## config.mk

```make
export PLATFORM = sky130hd
export DESIGN_NAME = mm_ctrl_mailbox
export DESIGN_NICKNAME = d
export VERILOG_FILES = /design/src/rtl/mm_ctrl_mailbox.sv
export SDC_FILE = /design/constraint.sdc
export NUM_CORES = 1
export LEC_CHECK = 0
export ABC_CLOCK_PERIOD_IN_PS = 2050
export CAP_MARGIN = 15
export CORE_MARGIN = 1
export CORE_UTILIZATION = 30
export CTS_BUF_LIST = sky130_fd_sc_hd__clkbuf_8
export DETAILED_ROUTE_END_ITERATION = 10
export GPL_TIMING_DRIVEN = 0
export PLACE_DENSITY = 0.65
export REMOVE_ABC_BUFFERS = 1
export SYNTH_ARGS = -nofsm -noshare
export SYNTH_HDL_FRONTEND = slang
export SYNTH_SLANG_ARGS = --single-unit
```

## constraint.sdc

```tcl
create_clock -name i_usr_clk -period 2.05 [get_ports i_usr_clk]
set_clock_uncertainty 0.05 [all_clocks]
set_input_delay 0.41 -clock i_usr_clk [delete_from_list [all_inputs] [get_ports i_usr_clk]]
set_output_delay 0.41 -clock i_usr_clk [all_outputs]
set_load 0.01 [all_outputs]
```

## src/rtl/mm_ctrl_mailbox.sv

```systemverilog
// CSR mailbox driving the AVMM bridge user port: one CMD word launches a single
// read or write, with busy/done status, address range check, sticky errors and ack timeout.
module mm_ctrl_mailbox #(
    parameter int CMD_W       = 16,
    parameter int USER_ADDR_W = 16,
    parameter int DATA_W      = 32,
    parameter int ADDR_MIN    = 0,
    parameter int ADDR_MAX    = 1024,
    parameter int TIMEOUT_CYC = 4096
) (
    input  logic                   i_usr_clk,
    input  logic                   i_usr_rst,
    input  logic                   i_csr_write,
    input  logic                   i_csr_read,
    input  logic                   i_csr_addr,
    input  logic [63:0]            i_csr_writedata,
    output logic [63:0]            o_csr_readdata,
    output logic [CMD_W-1:0]       o_usr_cmd,
    output logic [USER_ADDR_W-1:0] o_usr_addr,
    output logic [DATA_W-1:0]      o_usr_writedata,
    input  logic [DATA_W-1:0]      i_usr_readdata,
    input  logic                   i_usr_ack,
    output logic                   o_busy
);

    localparam int               TMR_W     = $clog2(TIMEOUT_CYC) + 1;
    localparam logic [TMR_W-1:0] TMR_LAST  = TMR_W'(TIMEOUT_CYC - 1);
    localparam logic [TMR_W-1:0] TMR_ONE   = TMR_W'(1);
    localparam logic [32:0]      ADDR_LO   = 33'(ADDR_MIN);
    localparam logic [32:0]      ADDR_SPAN = 33'(ADDR_MAX - ADDR_MIN);
    localparam logic [1:0]       CMD_READ  = 2'd1;
    localparam logic [1:0]       CMD_WRITE = 2'd2;

    typedef enum logic [2:0] {
        S_IDLE,
        S_ISSUE,
        S_WAIT_ACK,
        S_CLEAR,
        S_DRAIN_HI,
        S_DRAIN_LO
    } state_t;

    state_t                 r_state;
    logic [63:0]            r_cmd_word;
    logic [CMD_W-1:0]       r_usr_cmd;
    logic [USER_ADDR_W-1:0] r_usr_addr;
    logic [DATA_W-1:0]      r_usr_wdata;
    logic [DATA_W-1:0]      r_rdata;
    logic [TMR_W-1:0]       r_timer;
    logic                   r_done;
    logic                   r_timeout;
    logic                   r_err_busy;
    logic                   r_err_addr;
    logic [63:0]            r_csr_readdata;

    logic                   w_cmd_wr;
    logic                   w_sts_wr;
    logic [1:0]             w_req_cmd;
    logic [USER_ADDR_W-1:0] w_req_addr;
    logic                   w_req_valid;
    logic [32:0]            w_addr_off;
    logic                   w_addr_ok;
    logic                   w_busy;
    logic [31:0]            w_rdata_ext;
    logic [63:0]            w_status;

    assign w_cmd_wr    = i_csr_write && !i_csr_addr;
    assign w_sts_wr    = i_csr_write && i_csr_addr;
    assign w_req_cmd   = i_csr_writedata[1:0];
    assign w_req_addr  = i_csr_writedata[16 +: USER_ADDR_W];
    assign w_req_valid = (w_req_cmd == CMD_READ) || (w_req_cmd == CMD_WRITE);

    // Offset from ADDR_MIN wraps to a huge value below the window, so one compare covers both ends.
    assign w_addr_off  = 33'(w_req_addr) - ADDR_LO;
    assign w_addr_ok   = (w_addr_off <= ADDR_SPAN);

    assign w_busy      = (r_state != S_IDLE);

    always_comb begin
        w_rdata_ext               = '0;
        w_rdata_ext[DATA_W-1:0]   = r_rdata;
    end

    assign w_status = {w_rdata_ext, 27'd0, r_err_addr, r_err_busy, r_timeout, r_done, w_busy};

    always_ff @(posedge i_usr_clk) begin
        if (i_usr_rst) begin
            r_state        <= S_IDLE;
            r_cmd_word     <= '0;
            r_usr_cmd      <= '0;
            r_usr_addr     <= '0;
            r_usr_wdata    <= '0;
            r_rdata        <= '0;
            r_timer        <= '0;
            r_done         <= 1'b0;
            r_timeout      <= 1'b0;
            r_err_busy     <= 1'b0;
            r_err_addr     <= 1'b0;
            r_csr_readdata <= '0;
        end else begin
            if (i_csr_read) begin
                r_csr_readdata <= i_csr_addr ? w_status : r_cmd_word;
            end

            // W1C comes first so that any hardware set later in this block wins.
            if (w_sts_wr) begin
                if (i_csr_writedata[2]) r_timeout  <= 1'b0;
                if (i_csr_writedata[3]) r_err_busy <= 1'b0;
                if (i_csr_writedata[4]) r_err_addr <= 1'b0;
            end

            case (r_state)
                S_IDLE: begin
                    if (w_cmd_wr && w_req_valid) begin
                        if (w_addr_ok) begin
                            r_cmd_word <= i_csr_writedata;
                            r_done     <= 1'b0;
                            r_state    <= S_ISSUE;
                        end else begin
                            r_err_addr <= 1'b1;
                        end
                    end
                end

                S_ISSUE: begin
                    r_usr_cmd   <= CMD_W'(r_cmd_word[1:0]);
                    r_usr_addr  <= r_cmd_word[16 +: USER_ADDR_W];
                    r_usr_wdata <= r_cmd_word[32 +: DATA_W];
                    r_timer     <= '0;
                    r_state     <= S_WAIT_ACK;
                end

                S_WAIT_ACK: begin
                    if (i_usr_ack) begin
                        if (r_cmd_word[1:0] == CMD_READ) begin
                            r_rdata <= i_usr_readdata;
                        end
                        r_usr_cmd <= '0;
                        r_state   <= S_CLEAR;
                    end else if (r_timer == TMR_LAST) begin
                        r_timeout <= 1'b1;
                        r_usr_cmd <= '0;
                        r_state   <= S_DRAIN_HI;
                    end else if (r_timer != '1) begin
                        r_timer <= r_timer + TMR_ONE;
                    end
                end

                S_CLEAR: begin
                    if (!i_usr_ack) begin
                        r_done  <= 1'b1;
                        r_state <= S_IDLE;
                    end
                end

                // The bridge may still complete the abandoned op; wait out its ack pulse.
                S_DRAIN_HI: begin
                    if (i_usr_ack) begin
                        r_state <= S_DRAIN_LO;
                    end
                end

                S_DRAIN_LO: begin
                    if (!i_usr_ack) begin
                        r_state <= S_IDLE;
                    end
                end

                default: begin
                    r_usr_cmd <= '0;
                    r_state   <= S_IDLE;
                end
            endcase

            if (w_cmd_wr && (r_state != S_IDLE)) begin
                r_err_busy <= 1'b1;
            end
        end
    end

    assign o_csr_readdata  = r_csr_readdata;
    assign o_usr_cmd       = r_usr_cmd;
    assign o_usr_addr      = r_usr_addr;
    assign o_usr_writedata = r_usr_wdata;
    assign o_busy          = w_busy;

endmodule

```

== After elaboration in Yosys (flattened, before gate mapping) ==
Index checks and enable logic that the tools add are counted.
Storage, ports and cells
  flip-flop bits (word level): 244
  latch bits: 0
  bits in writable memories: 0
  ROM bits: 0
  input bits: 102
  output and inout port bits: 129
  word-level logic and storage cells: 87
  memories kept: 0
Operators by class
  $add $sub $neg: 1
  multiply operators: 0
  div/mod/pow operators: 0
  magnitude comparators: 1
  eq/ne operators: 19
  shifts and indexed selects: 0
  muxes and demuxes: 32
  bitwise operators: 1
  reductions and logical operators: 21
Operators with widths (number)
  two-way mux 64 bit: 1
  case mux 16 bit (3 select lines): 1
  two-way mux 13 bit: 3
  two-way mux 16 bit: 2
  case mux 13 bit (2 select lines): 1
  two-way mux 3 bit: 6
  <= comparator 16 x 11 -> 1 bit, second input constant: 1
  two-way mux 1 bit: 16
  inequality test 2 bit, second input constant: 8
  case mux 3 bit (5 select lines): 1
  adder 13 x 1 -> 13 bit, second input constant: 1
  equality test 13 x 12 -> 1 bit, second input constant: 1
  inequality test 13 bit, second input constant: 1
  AND reduction 4 bit: 2
  nonzero test 2 bit: 4
  equality test 3 x 2 -> 1 bit, second input constant: 2
  equality test 3 bit, second input constant: 2
  AND reduction 3 bit: 2
  AND reduction 5 bit: 1
  equality test 2 x 1 -> 1 bit, second input constant: 2
  logical AND 1 bit: 4
  AND reduction 2 bit: 2
  OR reduction 4 bit: 1
  equality test 3 x 1 -> 1 bit, second input constant: 1
  other kinds (9): 9

== Logic depth before layout (Yosys ltp) ==
  depth in word-level cells: 5
  depth in mapped cells: 8
  gate-level depth less buffers: 5

== Worst setup path before layout ==
Ideal clock, no wire load.
  path type: in2reg
  from: in i_csr_writedata[16]
  to: reg r_cmd_word[44]
  data arrival time: 2.036 ns
  required time: 1.868 ns
  setup slack: -0.168 ns
  stages: 6
  path buffers: 2
  path through: or4_1 o41a_1 clkbuf_1 clkbuf_1 o31ai_1 a21oi_1
Between the ends
  longest elaborated chain between the ends: 2
RTL lines
  start: declaration: line 16  | input logic [63:0] i_csr_writedata,
  <= comparator 16 x 11 -> 1 bit: line 75  | assign w_addr_ok = (w_addr_off <= ADDR_SPAN);
  AND reduction 3 bit (no line)
  end signal: assignment: line 116  | r_cmd_word <= i_csr_writedata;
  end: declaration: line 44  | logic [63:0] r_cmd_word;
Every way passes these cells.
A chain may end at the register's enable or synchronous reset.

== Worst setup path in the final report ==
  from: reg r_state[0]
  to: reg r_cmd_word[38]
Between the ends
  longest elaborated chain between the ends: 2
RTL lines
  start: declaration: line 43  | state_t r_state;
  start signal: assignment: line 88  | r_state <= S_IDLE;
  start signal: assignment: line 118  | r_state <= S_ISSUE;
  start signal: assignment: line 130  | r_state <= S_WAIT_ACK;
  logical NOT 3 bit: line 112  | case (r_state)
  AND reduction 3 bit (no line)
Every way passes these cells.

==> summary.txt <==
Synthesis
  – Yosys warns: 0
  – Post-Syn Area: between 9000 and 10000 sq um
  – Number of synthesized flops with an enable pin: 0
  – Ys flop type: dfxtp_1
  – Fraction of registers with async set/reset: 0%
  – Mapped Cells: between 1k and 1.5k
  – Top cells by area, synth: dfxtp_1, a21oi_1, nand2_1, nand4_1, mux2i_1
  – Area leader, netlist: dfxtp_1
  – Yosys top cell area share: approximately half
  – Seq cells post-synth: 230
  – Syn_area_per_cell: slightly below 9 sq um
  – Synth unique cells: slightly below 50
  – Sequential-to-total area share from yosys stat: about half

Routing
  – Vias: 9291
  – # DRC: 0
  – Drt first pass iters: 5
  – Wire length per cell: ~19 microns
  – DRT iter0 DRCs: ~610
  – Vias/cell: around 5.3
  – Remaining antenna violation count: 0
  – DRT Wirelength: approximately 33 mm

GRT
  – Antenna violations before repair: 2
  – M3 GR Usage: under 10%
  – First-pass GRT wire length: around 51 mm
  – Largest net degree at the start of global routing: approximately 120
  – Met2 GRT Util: between 30% and 40%
  – All-Layer GR Usage: just under 20%
  – Grt total ovfl: 0
  – Vias in the first global route: between 9k and 10k
  – Busiest metal layer after global routing: met2
  – Met1 GRT Util: 25.2%

Place
  – Gpl congestion: approximately 0.8
  – DP Wirelength: between 15 and 20 mm
  – IO Port Bufs: about 220
  – Placed cell areas: 12100 sq um
  – Dpl ws: -1.07 ns

Timing
  – Hold_ws: 0.171 ns
  – Worst slew pin tran: about 0.8 ns
  – Fin worst setup slack: -0.144 ns
  – Final setup viols: 65
  – Max-slew violation count: 0
  – Period minus WS final: 2.19 ns
  – Period utilization: 107%
  – Fmax: roughly 460 MHz
  – Slew headroom: 46.9%
  – Final hold violations: 0
  – Setup repair after global routing missed its margin: true

Critical path
  – R2R setup slack: -0.14 ns
  – Crit end category: flip-flop
  – Worst path required time: ~2.4 ns
  – Worst Path Arrival: 2.54 ns
  – Critical path launch point type: flip-flop
  – Critical path class: flip-flop to flip-flop
  – Worst Path Max Fanout: 14

Floorplan
  – Rows: 64
  – Die area: ~33000 sq um
  – I/O Pins: around 230
  – Die Height: 180 microns
  – Core footprint: ~30000 sq um
  – Starting density of the core: a little under a third
  – Die Wd: approximately 180 microns

Finish
  – Nets: between 1k and 1.5k
  – Area of the multi-input gates: between 4000 and 5000 sq um
  – Synthesis-to-layout area growth: 46.2%
  – Fillers: about 3.0k
  – Sequential cell area: 4610 sq um
  – Ratio of cells with drive above 1 in the final layout: 16.3%
  – Fin area: 14000 sq um

Run status
  – Failing checks: negative setup slack
  – Status: complete, but fails checks

Clocking
  – Clock tree from TritonCTS: built
  – Reg clk slew, reported paths: ~0.060 ns
  – CTS sink count: 230
  – Root buffer cell: clkbuf_8
  – Hold_buf cts: 0
  – CTS max path bufs: 3
  – H-tree depth: 2
  – Num CTS Buffers: 42
  – Skew-Pair Late Insertion Delay: ~0.53 ns

Min path
  – Hold Crit Class: input port to flip-flop

Power and ir drop
  – PD cells: about 720 nW/um^2
  – Leakage power: around 0.0047 uW
  – Total Power: 10100 uW
  – Max VDD drop: about 0.47 mV

Flow run
  – Max Cap Viol: 0
[layout make-up]
| cell class | count | area share [%] |
|---|---|---|
| Tap cell | 396 | 3.55 |
| Inverter | 2 | 0.0538 |
| Clock inverter | 19 | 0.744 |
| Timing Repair Buffer | 283 | 22.2 |
| Antenna cell | 2 | 0.0359 |
| Multi-Input combinational cell | 752 | 35.0 |
| Clock buffer | 54 | 5.32 |
| Sequential cell | 230 | 33.0 |
[layout by cell type (no fill, tap or decap), types with 14 or more instances in the layout]
master,count
clkbuf_8,54
nor2_1,43
buf_4,30
a211oi_1,36
nand2b_1,27
mux2i_1,37
a21oi_1,184
dfxtp_1,227
inv_1,17
nand3b_1,30
buf_6,16
nand2_1,168
clkdlybuf4s50_1,203
conb_1,14
o31ai_4,15
o31ai_2,41
nand4_1,63
[report_power, final]
part / leakage [uW] / internal, uW / switching (uW) / total, uW
logic: 0.00232 / 516 / 643 / 1160
registers: 0.00186 / 4520 / 32.2 / 4550
clock network: 0.000490 / 2470 / 1940 / 4410
total: 0.00467 / 7500 / 2620 / 10100
[cell families after synthesis]
kind of cell               after synthesis  synth area share, %
AOI/OAI and AO/OA                      306                 20.2
and+or+nand+nor                        387                 20.8
muxes                                   38                 4.00
adders and majority gates                1                0.131
xor gates and xnor gates                 3                0.275
buffers and inverters                  128                 6.24
other                                    1               0.0393
DFF                                    230                 48.2
[worst paths after layout]
| path | cells after the start | start | endpoint |
|---|---|---|---|
| hold / removal | 3 | i_csr_writedata[18] | r_cmd_word[18] |
| setup reg to reg | 5 | r_state[0] | r_cmd_word[38] |
| hold reg to reg | 2 | o_usr_addr[7] | o_usr_addr[7] |
| setup / recovery | 5 | r_state[0] | r_cmd_word[38] |
[cell usage after synthesis, types with 2 or more instances]
| library cell | count |
|---|---|
| o31ai_2 | 20 |
| and2_1 | 4 |
| nand3_1 | 6 |
| nand3b_1 | 30 |
| a31oi_1 | 3 |
| nor2_1 | 43 |
| nor3b_1 | 8 |
| or4b_1 | 2 |
| nand4_1 | 63 |
| nor4_1 | 2 |
| o31ai_1 | 46 |
| buf_1 | 8 |
| nand4b_1 | 2 |
| nand2_1 | 169 |
| or3_1 | 5 |
| nor2b_1 | 3 |
| or4_1 | 8 |
| nor4b_2 | 2 |
| inv_1 | 2 |
| o211ai_1 | 3 |
| nand2b_1 | 29 |
| clkbuf_1 | 91 |
| o21ai_0 | 3 |
| xnor2_1 | 2 |
| mux2i_1 | 37 |
| o21a_1 | 2 |
| a211oi_1 | 36 |
| a22oi_1 | 3 |
| buf_2 | 5 |
| buf_4 | 15 |
| buf_6 | 7 |
| and4_1 | 4 |
| a21oi_1 | 185 |
| nor3_1 | 2 |
| dfxtp_1 | 230 |
[routing by layer]
metal  vias to the layer above  share of wire (%)
li1                       4337                  -
met2                       369                 47
met4                         0                2.4
met5                         -                  0
met3                        61                7.1
met1                      4524                 43
[worst max-delay path: stages (launching register included)]
cell and delay [ns]:
dfxtp_4 0.36, or3_4 0.42, or4b_4 0.62, clkbuf_16 0.25, o31ai_1 0.26, a21oi_1 0.10
[state kept, by name, indices dropped and copies added, names as in the netlist, 2 cells and up]
register	count
r_rdata	32
o_usr_writedata	32
r_timer	13
r_state	3
o_usr_addr	16
r_cmd_word	64
o_usr_cmd	2
o_csr_readdata	64
[through the flow]
stage / TNS [ns] / util (%) / std cells
after global placement: -1311.38 / 37.7 / 1593
after detailed placement: -79.65 / 39.1 / 1615
final: -5.86 / 45.2 / 1738
after global routing: -9.92 / 45.2 / 1738
after floorplan: -210.82 / - / 981
after CTS: -3.47 / 43.9 / 1724
[timing repair]
item                       4_1_cts  5_1_grt
pin swaps                       18       14
setup buffers                   29        9
setup endpoints to repair      116      109
resized for setup               60       46
gates cloned                     7        3
(Power assumes the default switching activity.)
==> variant: new RTL, same flow settings <==
One comparison of `r_timer` changes from == to >=.
--- a/src/rtl/mm_ctrl_mailbox.sv
+++ b/src/rtl/mm_ctrl_mailbox.sv
@@ -137,7 +137,7 @@
                         end
                         r_usr_cmd <= '0;
                         r_state   <= S_CLEAR;
-                    end else if (r_timer == TMR_LAST) begin
+                    end else if (r_timer >= TMR_LAST) begin
                         r_timeout <= 1'b1;
                         r_usr_cmd <= '0;
                         r_state   <= S_DRAIN_HI;
Function: no difference found for any inputs over 4 cycles, from zero or initial values and one cycle with i_usr_rst high; that may be too few to reach the edited logic, so the function may still have changed.
==> variant against the unedited design <==
- wire length is 24% lower
- combinational power is 4% higher
- register-to-register slack better by 0.24 ns
- area after synthesis is 5.7% lower
- sequential cell count stayed put
- design area is 9.9% lower
- sequential share of layout area is 3.6 points higher
- worst setup slack better by 0.18 ns
- power is 1.8% lower
- utilization is 2.6 points lower
- largest cell class is now flip-flops and latches
==> variant: results (changes against the unedited design) <==
- Outcome: completed (was finished, violations left)
- Synth top area cells: dfxtp_1 51%, mux2i_1 11%, nand2_1 7.1% (was dfxtp_1 48%, a21oi_1 9.7%, nand2_1 6.6%)
- Drt wl/cell: 15.7 µm (was 19.2 µm)
- Post-Place Cell Area: 11500 µm² (was 12100 µm²)
- Initial DRC count: 288 (was 614)
- Largest net degree at the start of global routing: 113 (was 118)
- ANT cells: 0 (was 2)
- Clock transition at path regs: 0.05 ns
- Post-layout nets: 1315 (was 1414)
- Sequential area share after synthesis: 51.1% (was 48.2%)
- Worst-path maximum fanout: 8 (was 14)
- Global placement routability congestion: 0.735 (was 0.801)
- Final Hold Fails: 0 (unchanged)
- FFs w/ async S/R, synth: 0% (unchanged)
- LEAKAGE: 4.88 nW (was 4.67 nW)
- HPWL after DPL: 15600 µm (was 18700 µm)
- Worst slack at placement: -1.66 ns (was -1.07 ns)
- Number of fillers in the final layout: 2938 (was 2989)
- Synth top cells by count: 230 x dfxtp_1, 170 x nand2_1, 120 x a21oi_1 (was 230 x dfxtp_1, 185 x a21oi_1, 169 x nand2_1)
- First-pass GRT wire length: 39700 µm (was 50700 µm)
- Yosys cell types: 51 (was 49)
- Post-synthesis mux area share: 11.0% (was 4.00%)
- Max rail drop VDD: 0.000514 V (was 0.000468 V)
- XOR/XNOR Fraction of Synth Area: 0.973% (was 0.275%)
- Vias: 7528 (was 9291)
- H-tree levels: 2 (unchanged)
- Relative slew slack: 51.9% (was 46.9%)
- Vias in the first global route: 7388 (was 9089)
- Slowest CP cell: or4_4 (was or4b_4)
- Gr usage total: 16.3% (was 19.4%)
- WP data arrival: 2.36 ns (was 2.54 ns)
- First-pass iteration count of the detailed router: 6 (was 5)
variant: final cells by class:
class                           count  area share, %
Tap cell                          390           3.88
Inverter                            3         0.0895
Clock buffer                       53           5.80
Timing Repair Buffer              248           20.9
Sequential cell                   230           36.7
Multi-Input combinational cell    687           32.1
Clock inverter                     15          0.487
variant: path summary, 6_finish.rpt:
check | start | endpoint | slack (ns) | cells after the start
setup / recovery | i_csr_writedata[24] | r_cmd_word[59] | 0.04 | 9
hold / removal | i_csr_writedata[24] | r_cmd_word[24] | 0.19 | 3
setup reg to reg | r_state[2] | r_timer[7] | 0.10 | 5
hold reg to reg | o_usr_addr[0] | o_usr_addr[0] | 0.40 | 2
variant: layer usage:
layer	track usage, %	vias to the layer above	routed length, µm
li1	-	3768	-
met1	20.3	3502	11300
met2	26.4	209	11700
met3	5.11	49	1900
met4	5.58	0	616
met5	0	-	0
variant: cell families (layout without fill, tap and decap cells):
kind of cell / Yosys count / in the layout
mux: 99 / 99
fa+ha+maj: 1 / 1
other cells: 1 / 14
flops: 230 / 230
simple gates: 393 / 395
buf+inv: 94 / 319
xor+xnor: 10 / 10
compound gates: 168 / 168
variant: repair_timing:
action,CTS,global route
resized for setup,29,17
setup endpoints to repair,162,69
pin swaps,7,4
gates cloned,3,2
buffers inserted,10,7
variant: power breakdown:
group / internal, mW / switching (mW)
Clock: 2.29 / 1.84
Combinational: 0.509 / 0.699
Sequential: 4.54 / 0.0619
variant: metrics by stage:
stage	utilization (%)	total power [mW]	hold slack, ns	cells
CTS	42.1	10.1	0.180	1618
detailed placement	38.8	5.79	0.396	1537
floorplan	-	5.08	0.380	918
global placement	37.9	5.82	0.391	1524
finish	42.6	9.94	0.194	1626
global route	42.6	10.4	0.168	1626
variant: worst max-delay path: cells and delay by family:
kind	cells	cell delay [ns]
compound gates	1	0.33
buf+inv	4	0.65
mux	1	0.18
simple gates	3	0.78
